===== src/rtl/norm_pkg.sv =====
// norm_pkg: shared constants for the frame normaliser divider.
//   - default dividend/quotient and divisor widths
//   - FSM state encoding used by norm_div
package norm_pkg;

  localparam int NORM_DW_DEF   = 32;
  localparam int NORM_DIVW_DEF = 8;

  localparam logic [1:0] ST_WAIT_DIV  = 2'd0;
  localparam logic [1:0] ST_WAIT_DATA = 2'd1;
  localparam logic [1:0] ST_CALC      = 2'd2;
  localparam logic [1:0] ST_OUT       = 2'd3;

endpackage


===== src/rtl/norm_div_if.sv =====
// norm_div_if: divisor handshake, sample stream and quotient stream of norm_div.
//   div_in/div_valid/div_ready         per-frame divisor handshake
//   din/din_tvalid/din_tlast/din_tready sample stream into the divider
//   dout/dout_tvalid/dout_tlast/dout_tready quotient stream out of the divider
// Modports: slave = divider side, master = source/sink side.
interface norm_div_if
  import norm_pkg::*;
#(
  parameter int DATAWIDTH_IN = NORM_DW_DEF,
  parameter int DIV_WIDTH    = NORM_DIVW_DEF
);
  logic [DIV_WIDTH-1:0]    div_in;
  logic                    div_valid;
  logic                    div_ready;
  logic [DATAWIDTH_IN-1:0] din;
  logic                    din_tvalid;
  logic                    din_tlast;
  logic                    din_tready;
  logic [DATAWIDTH_IN-1:0] dout;
  logic                    dout_tvalid;
  logic                    dout_tlast;
  logic                    dout_tready;

  modport slave (
    input  div_in, div_valid, din, din_tvalid, din_tlast, dout_tready,
    output div_ready, din_tready, dout, dout_tvalid, dout_tlast
  );

  modport master (
    output div_in, div_valid, din, din_tvalid, din_tlast, dout_tready,
    input  div_ready, din_tready, dout, dout_tvalid, dout_tlast
  );
endinterface


===== src/rtl/div_step.sv =====
// div_step: one restoring-division iteration (combinational).
//   quo_i/quo_o  dividend-shift / quotient register: MSB shifts into the
//                partial remainder, new quotient bit enters at the LSB
//   rem_i/rem_o  partial remainder, always < div_i
//   div_i        divisor (never 0)
module div_step
  import norm_pkg::*;
#(
  parameter int DATAWIDTH_IN = NORM_DW_DEF,
  parameter int DIV_WIDTH    = NORM_DIVW_DEF
) (
  input  logic [DATAWIDTH_IN-1:0] quo_i,
  input  logic [DIV_WIDTH-1:0]    rem_i,
  input  logic [DIV_WIDTH-1:0]    div_i,
  output logic [DATAWIDTH_IN-1:0] quo_o,
  output logic [DIV_WIDTH-1:0]    rem_o
);
  logic [DIV_WIDTH:0] trial;
  logic [DIV_WIDTH:0] diff;
  logic               ge;

  // trial < 2*div, so diff stays within one extra bit and its MSB is the borrow
  assign trial = {rem_i, quo_i[DATAWIDTH_IN-1]};
  assign diff  = trial - {1'b0, div_i};
  assign ge    = ~diff[DIV_WIDTH];

  // restore: on borrow keep the shifted remainder (it is < div, fits DIV_WIDTH)
  assign rem_o = ge ? diff[DIV_WIDTH-1:0] : trial[DIV_WIDTH-1:0];
  assign quo_o = {quo_i[DATAWIDTH_IN-2:0], ge};
endmodule


===== src/rtl/norm_div.sv =====
// norm_div: per-frame normaliser divider.
// A divisor is taken once per frame (0 is treated as 1), then each sample of
// the frame is divided by it with a bit-serial restoring divider, one quotient
// bit per cycle, and the quotient is emitted on an AXI-stream-like output.
// Ports:
//   clk, rst_n  rising-edge clock, asynchronous active-low reset
//   bus         norm_div_if.slave (divisor handshake, sample and quotient streams)
//   busy        high whenever not waiting for a new divisor
// Build option: define NORM_DIV_ROUND_EN to round quotients to nearest
// (saturating) instead of truncating; the cycle count is the same either way.
module norm_div
  import norm_pkg::*;
#(
  parameter int DATAWIDTH_IN = NORM_DW_DEF,
  parameter int DIV_WIDTH    = NORM_DIVW_DEF
) (
  input  logic     clk,
  input  logic     rst_n,
  norm_div_if.slave bus,
  output logic     busy
);
  localparam int               CNT_W    = $clog2(DATAWIDTH_IN);
  localparam logic [CNT_W-1:0] CNT_LAST = CNT_W'(DATAWIDTH_IN - 1);

  logic [1:0]              state_q, state_d;
  logic [DIV_WIDTH-1:0]    div_q, div_d;
  logic [DIV_WIDTH-1:0]    rem_q, rem_d, rem_nx;
  logic [DATAWIDTH_IN-1:0] quo_q, quo_d, quo_nx;
  logic [CNT_W-1:0]        cnt_q, cnt_d;
  logic                    last_q, last_d;
  logic [DATAWIDTH_IN-1:0] dout_q, dout_d;
  logic                    dout_vld_q, dout_vld_d;
  logic                    dout_last_q, dout_last_d;
  logic                    div_rdy_q, div_rdy_d;
  logic                    din_rdy_q, din_rdy_d;
  logic [DATAWIDTH_IN-1:0] result;

  div_step #(
    .DATAWIDTH_IN(DATAWIDTH_IN),
    .DIV_WIDTH   (DIV_WIDTH)
  ) u_step (
    .quo_i(quo_q),
    .rem_i(rem_q),
    .div_i(div_q),
    .quo_o(quo_nx),
    .rem_o(rem_nx)
  );

`ifdef NORM_DIV_ROUND_EN
  logic round_up;
  // 2*rem >= div rounds up; an all-ones quotient is left alone (no wrap)
  assign round_up = ({rem_q, 1'b0} >= {1'b0, div_q}) && (quo_q != '1);
  assign result   = quo_q + DATAWIDTH_IN'(round_up);
`else
  assign result   = quo_q;
`endif

  always_comb begin
    state_d     = state_q;
    div_d       = div_q;
    rem_d       = rem_q;
    quo_d       = quo_q;
    cnt_d       = cnt_q;
    last_d      = last_q;
    dout_d      = dout_q;
    dout_vld_d  = dout_vld_q;
    dout_last_d = dout_last_q;
    case (state_q)
      ST_WAIT_DIV: begin
        if (div_rdy_q && bus.div_valid) begin
          div_d   = (bus.div_in == '0) ? DIV_WIDTH'(1) : bus.div_in;
          state_d = ST_WAIT_DATA;
        end
      end
      ST_WAIT_DATA: begin
        if (din_rdy_q && bus.din_tvalid) begin
          quo_d   = bus.din;
          rem_d   = '0;
          cnt_d   = '0;
          last_d  = bus.din_tlast;
          state_d = ST_CALC;
        end
      end
      ST_CALC: begin
        quo_d = quo_nx;
        rem_d = rem_nx;
        cnt_d = cnt_q + CNT_W'(1);
        if (cnt_q == CNT_LAST) state_d = ST_OUT;
      end
      ST_OUT: begin
        // first OUT cycle registers the (optionally rounded) quotient, then
        // holds it until the sink takes it
        if (!dout_vld_q) begin
          dout_d      = result;
          dout_last_d = last_q;
          dout_vld_d  = 1'b1;
        end else if (bus.dout_tready) begin
          dout_vld_d = 1'b0;
          state_d    = last_q ? ST_WAIT_DIV : ST_WAIT_DATA;
        end
      end
      default: state_d = ST_WAIT_DIV;
    endcase
    // readies are registered so they stay low while reset is held and rise
    // on the first clock after release
    div_rdy_d = (state_d == ST_WAIT_DIV);
    din_rdy_d = (state_d == ST_WAIT_DATA);
  end

  always_ff @(posedge clk or negedge rst_n) begin
    if (!rst_n) begin
      state_q     <= ST_WAIT_DIV;
      div_q       <= '0;
      rem_q       <= '0;
      quo_q       <= '0;
      cnt_q       <= '0;
      last_q      <= 1'b0;
      dout_q      <= '0;
      dout_vld_q  <= 1'b0;
      dout_last_q <= 1'b0;
      div_rdy_q   <= 1'b0;
      din_rdy_q   <= 1'b0;
    end else begin
      state_q     <= state_d;
      div_q       <= div_d;
      rem_q       <= rem_d;
      quo_q       <= quo_d;
      cnt_q       <= cnt_d;
      last_q      <= last_d;
      dout_q      <= dout_d;
      dout_vld_q  <= dout_vld_d;
      dout_last_q <= dout_last_d;
      div_rdy_q   <= div_rdy_d;
      din_rdy_q   <= din_rdy_d;
    end
  end

  assign bus.div_ready   = div_rdy_q;
  assign bus.din_tready  = din_rdy_q;
  assign bus.dout        = dout_q;
  assign bus.dout_tvalid = dout_vld_q;
  assign bus.dout_tlast  = dout_last_q;
  assign busy            = (state_q != ST_WAIT_DIV);
endmodule


===== src/flat_wrapper.sv =====
// flat-port wrapper written by rule: the top's interface ports become plain ports
module norm_div_flat import norm_pkg::*;
#(
  parameter int DATAWIDTH_IN = NORM_DW_DEF,
  parameter int DIV_WIDTH    = NORM_DIVW_DEF
)
  (clk, rst_n, busy, bus_div_in, bus_div_valid, bus_din, bus_din_tvalid, bus_din_tlast, bus_dout_tready, bus_div_ready, bus_din_tready, bus_dout, bus_dout_tvalid, bus_dout_tlast);
  norm_div_if #(.DATAWIDTH_IN(DATAWIDTH_IN), .DIV_WIDTH(DIV_WIDTH)) bus_i ();
  input  logic clk;
  input  logic rst_n;
  output logic busy;
  input wire logic [$bits(bus_i.div_in)-1:0] bus_div_in;
  input wire logic [$bits(bus_i.div_valid)-1:0] bus_div_valid;
  input wire logic [$bits(bus_i.din)-1:0] bus_din;
  input wire logic [$bits(bus_i.din_tvalid)-1:0] bus_din_tvalid;
  input wire logic [$bits(bus_i.din_tlast)-1:0] bus_din_tlast;
  input wire logic [$bits(bus_i.dout_tready)-1:0] bus_dout_tready;
  output wire logic [$bits(bus_i.div_ready)-1:0] bus_div_ready;
  output wire logic [$bits(bus_i.din_tready)-1:0] bus_din_tready;
  output wire logic [$bits(bus_i.dout)-1:0] bus_dout;
  output wire logic [$bits(bus_i.dout_tvalid)-1:0] bus_dout_tvalid;
  output wire logic [$bits(bus_i.dout_tlast)-1:0] bus_dout_tlast;
  assign bus_i.div_in = bus_div_in;
  assign bus_i.div_valid = bus_div_valid;
  assign bus_i.din = bus_din;
  assign bus_i.din_tvalid = bus_din_tvalid;
  assign bus_i.din_tlast = bus_din_tlast;
  assign bus_i.dout_tready = bus_dout_tready;
  assign bus_div_ready = bus_i.div_ready;
  assign bus_din_tready = bus_i.din_tready;
  assign bus_dout = bus_i.dout;
  assign bus_dout_tvalid = bus_i.dout_tvalid;
  assign bus_dout_tlast = bus_i.dout_tlast;
  norm_div #(.DATAWIDTH_IN(DATAWIDTH_IN), .DIV_WIDTH(DIV_WIDTH)) u_core (.clk(clk), .rst_n(rst_n), .bus(bus_i), .busy(busy));
endmodule

===== config.mk =====
export PLATFORM = sky130hd
export DESIGN_NAME = norm_div_flat
export DESIGN_NICKNAME = d
export VERILOG_FILES = /design/src/rtl/norm_pkg.sv /design/src/rtl/norm_div_if.sv /design/src/rtl/div_step.sv /design/src/rtl/norm_div.sv /design/src/flat_wrapper.sv
export SDC_FILE = /design/constraint.sdc
export NUM_CORES = 1
export LEC_CHECK = 0
export BUFFER_PORTS_ARGS = -buffer_cell sky130_fd_sc_hd__clkbuf_2
export CAP_MARGIN = 20
export CORE_MARGIN = 2
export CORE_UTILIZATION = 55
export CTS_CLUSTER_DIAMETER = 60
export CTS_CLUSTER_SIZE = 12
export DETAILED_ROUTE_END_ITERATION = 12
export PLACE_DENSITY = 0.81
export SLEW_MARGIN = 20
export SYNTH_ARGS = -nofsm -noshare
export SYNTH_HDL_FRONTEND = slang
export SYNTH_HIERARCHICAL = 1
export SYNTH_SLANG_ARGS = --single-unit
export TNS_END_PERCENT = 50

===== constraint.sdc =====
create_clock -name clk -period 6.3 [get_ports clk]
set_input_delay 0.945 -clock clk [delete_from_list [all_inputs] [get_ports clk]]
set_output_delay 0.945 -clock clk [all_outputs]
set_load 0.02 [all_outputs]

Yosys cells after proc, flatten, opt, wreduce, memory -nomap -nowiden
Index checks and enable logic that the tools add are counted.
{ "totals": {"ff_bits": 92, "latchBits": 0, "mem_bits_rw": 0, "mem_bits_ro": 0, "input_bits": 46, "output_inout_bits": 37, "elab_cells": 49, "n_memories": 0} }
{ "op_classes": {"addsub": 2, "n_mul": 0, "div": 0, "order_cmp": 0, "eq_ne": 6, "n_shift": 0, "n_mux": 17, "bitwise": 2, "reduce_logical": 11} }
{ "ops": {"columns": ["operator", "n"], "rows": [
  ["case mux 32 bit (2 select lines)", 1],
  ["2-to-1 mux 32 bit", 1],
  ["2-to-1 mux 8 bit", 3],
  ["case mux 8 bit (2 select lines)", 1],
  ["2-to-1 mux 2 bit", 5],
  ["case mux 5 bit (2 select lines)", 1],
  ["subtractor 9 x 8 -> 9 bit", 1],
  ["zero test 8 bit", 1],
  ["case mux 2 bit (4 select lines)", 1],
  ["AND reduction 2 bit", 4],
  ["adder 5 x 1 -> 5 bit, second input constant", 1],
  ["equality test 5 bit, second input constant", 1],
  ["2-to-1 mux 5 bit", 1],
  ["equality test 2 x 1 -> 1 bit, second input constant", 2],
  ["equality test 2 bit, second input constant", 2],
  ["zero test 2 bit", 2],
  ["nonzero test 2 bit", 2],
  ["2-to-1 mux 1 bit", 3],
  ["logical AND 1 bit", 2],
  ["!= test 2 x 1 -> 1 bit, second input constant", 1],
  ["NOT 1 bit", 2]
]} }

Depth between registers and ports, before layout
Gate-level depths: netlist of the first run.
{ "logic_depth": {"ltp_word": 5, "ltp_mapped": 11} }

Modules after synthesis
Netlist of the first run, hierarchy kept.
{ "modules_own_cells": {"columns": ["module", "instances", "cells_each", "area_each_um2", "seq_area_each_um2"], "rows": [
  ["norm_div", 1, 299, 3913.8, 2302.2],
  ["div_step", 1, 90, 725.7, 0.0]
]} }

Least setup slack after synthesis of the first run
Ideal clock, no wire load.
{ "synth_path": {"path_type": "reg2reg", "from": "reg u_core.quo_q[31]", "to": "reg u_core.rem_q[7]", "setup_ps": 121, "arrival_ps": 2326, "t_required_ps": 6179, "setup_slack_ps": 3853, "stages_incl_launch_ff": 11, "n_path_buf": 0, "synth_period_minus_slack_ps": 2447, "cell_sequence": "dfrtp_1 -> inv_1 -> ha_1 -> inv_1 -> fa_1 -> a21o_1 -> a21oi_2 -> o31ai_4 -> xor2_4 -> mux2_2 -> a22o_1"} }
{ "synth_via": {"elab_chain_len": 3} }
{ "synth_lines": {"columns": ["item", "line", "source"], "rows": [
  ["start, declared", "norm_div.sv:28", "logic [DATAWIDTH_IN-1:0] quo_q, quo_d, quo_nx;"],
  ["start signal, assigned", "norm_div.sv:127", "quo_q <= quo_d;"],
  ["subtractor 9 x 8 -> 9 bit", "div_step.sv:24", "assign diff = trial - {1'b0, div_i};"],
  ["2-to-1 mux 8 bit", "div_step.sv:28", "assign rem_o = ge ? diff[DIV_WIDTH-1:0] : trial[DIV_WIDTH-1:0];"],
  ["net u_core.rem_nx[7]", "norm_div.sv:27", "logic [DIV_WIDTH-1:0] rem_q, rem_d, rem_nx;"],
  ["case mux 8 bit (2 select lines)", "norm_div.sv:68", "case (state_q)"],
  ["end signal, assigned", "norm_div.sv:126", "rem_q <= rem_d;"],
  ["end, declared", "norm_div.sv:27", null]
]} }
The timed path passes the listed nets, and every way through them passes these cells.
A chain may end at the register's enable or synchronous reset.

Worst setup path in the final report of the first run
{ "layout_path": {"from": "reg u_core.quo_q[31]", "to": "reg u_core.rem_q[4]"} }
The elaborated chain is that of the path after synthesis.

==> results of run 1 <==
-- power by group --
part / internal, uW / switching [uW] / leakage (uW)
logic: 628 / 747 / 0.00120
clock network: 279 / 218 / 0.000129
registers: 867 / 211 / 0.00116
-- path summary, 6_finish.rpt --
kind / from / endpoint / slack (ns) / cells after the start
max: u_core/quo_q[31]$_DFFE_PN0P_ / u_core/rem_q[4]$_DFFE_PN0P_ / 3.62 / 10
min reg2reg: u_core/bus.dout[6]$_DFFE_PN0P_ / u_core/bus.dout[6]$_DFFE_PN0P_ / 0.50 / 1
min in group clk: u_core/bus.dout[6]$_DFFE_PN0P_ / u_core/bus.dout[6]$_DFFE_PN0P_ / 0.50 / 1
max in group asynchronous: rst_n / u_core/div_q[2]$_DFFE_PN0P_ / 4.69 / 2
min: rst_n / u_core/bus.dout[22]$_DFFE_PN0P_ / 0.49 / 1
max reg2reg: u_core/quo_q[31]$_DFFE_PN0P_ / u_core/rem_q[4]$_DFFE_PN0P_ / 3.62 / 10
-- state kept, by name, summed over array words and instances (netlist names), 2 cells and up --
name	count
u_core/quo_q	32
u_core/div_q	8
u_core/rem_q	8
u_core/bus.dout	32
u_core/cnt_q	5
u_core/state_q	2
-- worst register-to-register path, delay by kind of cell (launching register included) --
kind / cells / cell delay [ns]
compound gates: 4 / 0.78
fa+ha+maj: 2 / 0.58
flops: 1 / 0.40
mux: 1 / 0.38
xor+xnor: 1 / 0.31
buf+inv: 2 / 0.13
-- per-stage QoR --
stage	cell area (um^2)	std cells	util, %	setup slack, ns	total power, uW
after global routing	5070	541	61.8	3.49	3160
after detailed placement	4820	525	58.6	3.65	2450
after global placement	4820	525	58.6	3.77	2390
after CTS	5070	541	61.8	3.61	2960
final	5070	541	61.8	3.62	2950
after floorplan	4640	389	-	3.85	2260
-- cell type report --
| class | count | area, um^2 | share of cell area [%] |
|---|---|---|---|
| clock buffers | 10 | 138 | 2.71 |
| clock inverters | 6 | 119 | 2.34 |
| multi-input cells | 234 | 1920 | 37.7 |
| inverters | 9 | 33.8 | 0.666 |
| repair buffers | 85 | 435 | 8.58 |
| flip-flops and latches | 92 | 2300 | 45.4 |
| well taps | 105 | 131 | 2.59 |
-- layout by cell type, fill, tap and decap left out, types with 2 or more instances in the layout --
cell	count
dfrtp_1	92
clkbuf_2	81
mux2_2	43
nand3_1	34
o21ai_0	34
mux2i_1	33
clkbuf_8	10
a22o_1	10
ha_1	10
inv_1	9
a21oi_1	8
nor2_1	7
nand2_1	6
mux2_1	5
buf_4	4
nand2b_1	4
bufinv_16	3
or2_2	2
a31oi_1	2
nor2b_1	2
nand4_1	2
o21a_1	2
o21ai_1	2
xor2_1	2
xnor2_1	2
-- synth_stat cells, drive strengths merged --
master,n
o211ai,1
a22o,10
or4,1
mux2,48
o21ba,1
nand3b,1
nor2b,3
nand3,34
xor2,3
and3,1
or2,2
ha,10
buf,50
o22ai,1
a211oi,1
o31ai,2
nor4,1
a221o,1
nand2b,4
nand4b,2
and4b,1
o21ai,36
o21a,2
nand4,2
a31oi,2
and4bb,1
nand2,6
a2111oi,1
and4,1
nor3,1
clkbuf,4
xnor2,2
inv,9
a21o,1
nor2,8
a21oi,9
fa,1
dfrtp,92
mux2i,33
-- logic make-up (layout without fill, tap and decap cells) --
| family | count (synthesis) | count (layout) | synth area share, % |
|---|---|---|---|
| multiplexers | 81 | 81 | 18.8 |
| XOR/XNOR | 5 | 5 | 1.35 |
| flip-flops | 92 | 92 | 49.6 |
| adder cells (fa/ha/maj) | 11 | 11 | 3.13 |
| AO/OA/AOI/OAI | 68 | 68 | 9.28 |
| buffers and inverters | 63 | 110 | 9.25 |
| AND/OR/NAND/NOR | 69 | 69 | 8.60 |
-- routing by layer --
| layer | up-vias | global-route usage, % |
|---|---|---|
| li1 | 1446 | - |
| met1 | 1543 | 25.9 |
| met2 | 76 | 33.7 |
| met3 | 7 | 5.64 |
| met4 | 0 | 6.43 |
| met5 | - | 0 |
==> impl_metrics.tcl, run 1 <==
set metrics [dict create \
    outcome "finished, final reports clean" \
    post_drt_wl_per_cell_um 16.7 \
    cts_resized 0 \
    num_antenna_cells 0 \
    syn_inst 389 \
    ys_seq_area_share_pct 49.6 \
    hold_buffers 0 \
    start_kind "register" \
    worst-path-max-fanout 9 \
    dieArea_mm2 0.00919 \
    cts_setup_buffers 0 \
    wl_met1_um 3990 \
    dp_hpwl_um 5860 \
    cap_violations 0 \
    clk_latency_ns 0.36 \
    first_global_vias 3007 \
    synth_top_area_share_pct 49.6 \
    cts.sinks 92 \
    synth_cell_types 49 \
    route.met3.wl_um 461 \
    crit_slowest_cell "fa_1" \
    track_usage_pct 20.3 \
    drt_first_pass_iters 5 \
    maxSlewHeadroom_pct 30.6 \
    power_leakage_uw 0.00248 \
    cts_buffer_depth 2 \
    synth.cell_area_mm2 0.00464 \
    port_buffers 82 \
    cts_buffers 9 \
    crit_buf_inv 2 \
    via_per_inst 5.68 \
    io_pins 83 \
    whs_ns 0.490 \
    path_class "reg -> reg" \
    cts_tree "built" \
    power.density_mw_per_mm2 581 \
    num-fill-cells 663 \
    synth_area_leaders "dfrtp_1, mux2_2, mux2i_1, buf_4, nand3_1" \
    crit_chain "inv_1 -> ha_1 -> inv_1 -> fa_1 -> a21o_1 -> a21oi_2 -> o31ai_4 -> xor2_4 -> mux2_2 -> a22o_1" \
    drc 0 \
    floorplan.rows 33 \
    wl_met2_um 4500 \
    critPathCaptureType "register" \
    syn2layout_area_growth_pct 9.39 \
    coreArea_mm2 0.00822 \
    setup_viol 0 \
    max_freq_ghz 0.373 \
    rsz0062_at_grt "false" \
    grt_overflow 0 \
    period_minus_slack_ns 2.68 \
    start_util_pct 56.5 \
    place.gp.congestion 0.921 \
    clk_pin_slew_ns 0.10 \
    required_ns 6.55 \
    final_layout_size_suffix_gt1_share_pct 35.3 \
    irDropWorstVdd_mv 0.331 \
    antenna_found_initial 0 \
    grt_pass1_wl_um 14400 \
    die_h_um 95.8 \
    ant_nets 0 \
    hold_viol_final 0 \
    num_vias 3072 \
    cts-root-buf "clkbuf_8" \
    hold_path_class "in -> async" \
    routed_wl_um 9060 \
    drt-initial-drc-count 131 \
    ys_warn_count 6 \
    tightest_slew_ns 1.04 \
    layout.nets 488 \
    crit_top_cell "inv_1" \
    cp_top_family "compound AO/OA/AOI/OAI gates" \
    synth_top_cell_by_area "dfrtp_1" \
    htree_num_levels 3 \
    grt_max_degree 64 \
    post-route-period-util_pct 42.6 \
    max_stage_delay_ns 0.41 \
    syn-num-nets 446 \
    yosys_register_bits 92 \
    die_w_um 95.8 \
    critPathArrivalTime_ns 2.94 \
    avgSynthCellArea_um2 11.9 \
    top_layer "met4" \
    finalClockSkew_ns 0.0123 \
    drv_slew 0 \
    setup_tns_ns 0 \
]
No activity file was read; power rests on OpenSTA's default activity.
==> run 2: changes to the inputs <==
ABC_AREA = 1   (was default)
PLACE_DENSITY = 0.8   (was 0.81)
clock period = 2.5 ns   (was 6.3 ns; I/O delays follow)
==> run 2 against run 1 <==
Effect of this change: sequential share of layout area shrank 1.4 points; cell count grew 43%; combinational power increased to 2.6 times the previous value; core utilization decreased by 1.2 points; worst setup slack lost 3.1 ns; maximum frequency rose by 35%; area after synthesis grew 5.0%; synthesized cell count rose by 60%; final area grew 3.1%; clock-buffer cell count did not move; critical path depth rose by 4; largest power group unchanged.
==> impl_metrics.tcl, run 2 <==
set metrics [dict create \
    synth_ff_type "dfrtp_1" \
    max_freq_ghz 0.504 \
    drc 0 \
    clk_pin_slew_ns 0.09 \
    synth_area_leaders "dfrtp_1, nand2_1, buf_4, inv_1, o21ai_1" \
    period_minus_slack_ns 1.99 \
    post-route-period-util_pct 79.4 \
    grt_max_degree 65 \
    max_stage_delay_ns 0.40 \
    clk_latency_ns 0.37 \
    synthTopCellsByCount "nand2_1, dfrtp_1, inv_1" \
    syn2layout_area_growth_pct 7.43 \
    cap_violations 0 \
    path_class "reg -> reg" \
    cts_tree "built" \
    final_common_cell "nand2_1" \
    num_antenna_cells 0 \
    setup_tns_ns 0 \
    cts_setup_buffers 0 \
    pre_cts_ws_ns 0.527 \
    hold_path_class "in -> async" \
    coreArea_mm2 0.00864 \
    power.density_mw_per_mm2 1340 \
    post_drt_wl_per_cell_um 12.5 \
    dp_hpwl_um 6810 \
    cts_buffer_depth 2 \
    htree_num_levels 3 \
    cp_top_family "simple AND/OR/NAND/NOR gates" \
    ys_warn_count 6 \
    layout.nets 720 \
    place_inst 760 \
    whs_ns 0.0638 \
    routed_wl_um 9700 \
    grt_pass1_wl_um 17000 \
    hold_viol_final 0 \
    tightest_slew_ns 0.736 \
    cts.sinks 92 \
    final_core_util_pct 60.6 \
    maxSlewHeadroom_pct 51.0 \
    critPathCaptureType "register" \
    crit_buf_inv 2 \
    dieArea_mm2 0.00962 \
    start_kind "register" \
    syn-num-nets 678 \
    worst-path-max-fanout 9 \
    antenna_found_initial 0 \
    layout_common_cells "nand2_1, dfrtp_1, clkbuf_2" \
    drt-initial-drc-count 233 \
    synth.cell_area_mm2 0.00487 \
    num_vias 3871 \
    final_cells 776 \
    drv_slew 0 \
    worst_slack_ns 0.515 \
    hold_buffers 0 \
    yosys_register_bits 92 \
    synth_most_common_cell "nand2_1" \
    final_layout_size_suffix_gt1_share_pct 18.0 \
    required_ns 2.75 \
    floorplan.rows 34 \
    ys_async_sr_fraction_pct 100 \
    first_global_vias 3726 \
    place.gp.congestion 0.872 \
    crit_slowest_cell "dfrtp_1" \
    die_w_um 98.1 \
    cts-root-buf "clkbuf_8" \
    crit_top_cell "nand2_1" \
    grt_overflow 0 \
    critPathArrivalTime_ns 2.24 \
    port_buffers 82 \
    avgSynthCellArea_um2 7.84 \
    syn_inst 621 \
    rsz0062_at_grt "false" \
    ant_nets 0 \
    setup_viol 0 \
    cts_resized 0 \
    irDropWorstVdd_mv 0.708 \
    outcome "finished, final reports clean" \
    crit_chain "inv_1 -> ha_1 -> inv_1 -> fa_1 -> nand2_1 -> nand2_1 -> nand3_2 -> nand2_2 -> nand2_4 -> nand2_8 -> nand2_1 -> nand2_1 -> nand2_1 -> nand2_1" \
    ys_seq_area_share_pct 47.3 \
    synth_edf_count 0 \
    track_usage_pct 21.7 \
    power_leakage_uw 0.00292 \
    io_pins 83 \
    die_h_um 98.1 \
    via_per_inst 4.99 \
    synth_top_cell_by_area "dfrtp_1" \
    start_util_pct 56.4 \
    synth_top_area_share_pct 47.3 \
    synth_cell_types 31 \
    drt_first_pass_iters 4 \
    cts_buffers 9 \
    finalClockSkew_ns 0.0102 \
]
run 2: layout make-up:
class | instances | area [um^2]
repair buffers | 88 | 483
multi-input cells | 401 | 1870
well taps | 108 | 135
clock inverters | 6 | 48.8
fillers | 791 | 3400
clock buffers | 10 | 128
inverters | 71 | 267
flip-flops and latches | 92 | 2300
run 2: report_power, final:
| part | leakage, uW | internal [uW] | switching [uW] |
|---|---|---|---|
| combinational | 0.00168 | 1230 | 2270 |
| clock | 0.0000848 | 372 | 555 |
| sequential | 0.00116 | 2150 | 417 |
run 2: path summary, 6_finish.rpt:
kind	from	slack, ns	cells past startpoint	end
max reg2reg	u_core/quo_q[31]$_DFFE_PN0P_	0.51	14	u_core/rem_q[2]$_DFFE_PN0P_
min	rst_n	0.06	1	u_core/quo_q[25]$_DFFE_PN0P_
max	u_core/quo_q[31]$_DFFE_PN0P_	0.51	14	u_core/rem_q[2]$_DFFE_PN0P_
max in group asynchronous	rst_n	1.78	2	u_core/bus.dout[17]$_DFFE_PN0P_
min reg2reg	u_core/bus.dout[9]$_DFFE_PN0P_	0.49	2	u_core/bus.dout[9]$_DFFE_PN0P_
min in group clk	bus_div_in[2]	0.24	3	u_core/div_q[2]$_DFFE_PN0P_
run 2: cell families after synthesis:
kind of cell | after synthesis | share of synthesized area, %
adders and majority gates | 11 | 2.98
AOI/OAI and AO/OA | 77 | 8.14
buffers and inverters | 128 | 14.4
DFF | 92 | 47.3
xor gates and xnor gates | 3 | 0.540
and+or+nand+nor | 310 | 26.7
run 2: through the flow:
stage                     power (uW)  area, um^2
after floorplan                 5620        4870
after global placement          5960        5050
after detailed placement        6090        5050
after CTS                       7040        5230
after global routing            7670        5230
final                           7000        5230
run 2: layer usage:
metal | track usage (%) | vias up | part of all wire [%]
li1 | - | 1970 | -
met4 | 8.65 | 0 | 1.7
met3 | 3.58 | 14 | 4.9
met2 | 34.2 | 101 | 46
met5 | 0 | - | 0
met1 | 30.2 | 1786 | 47
run 2: worst register-to-register path, stage by stage, from the launching register on:
cell and delay, ns:
dfrtp_1 0.40, inv_1 0.07, ha_1 0.14, inv_1 0.06, fa_1 0.40, nand2_1 0.08
nand2_1 0.09, nand3_2 0.12, nand2_2 0.07, nand2_4 0.14, nand2_8 0.09, nand2_1 0.07
nand2_1 0.05, nand2_1 0.06, nand2_1 0.06
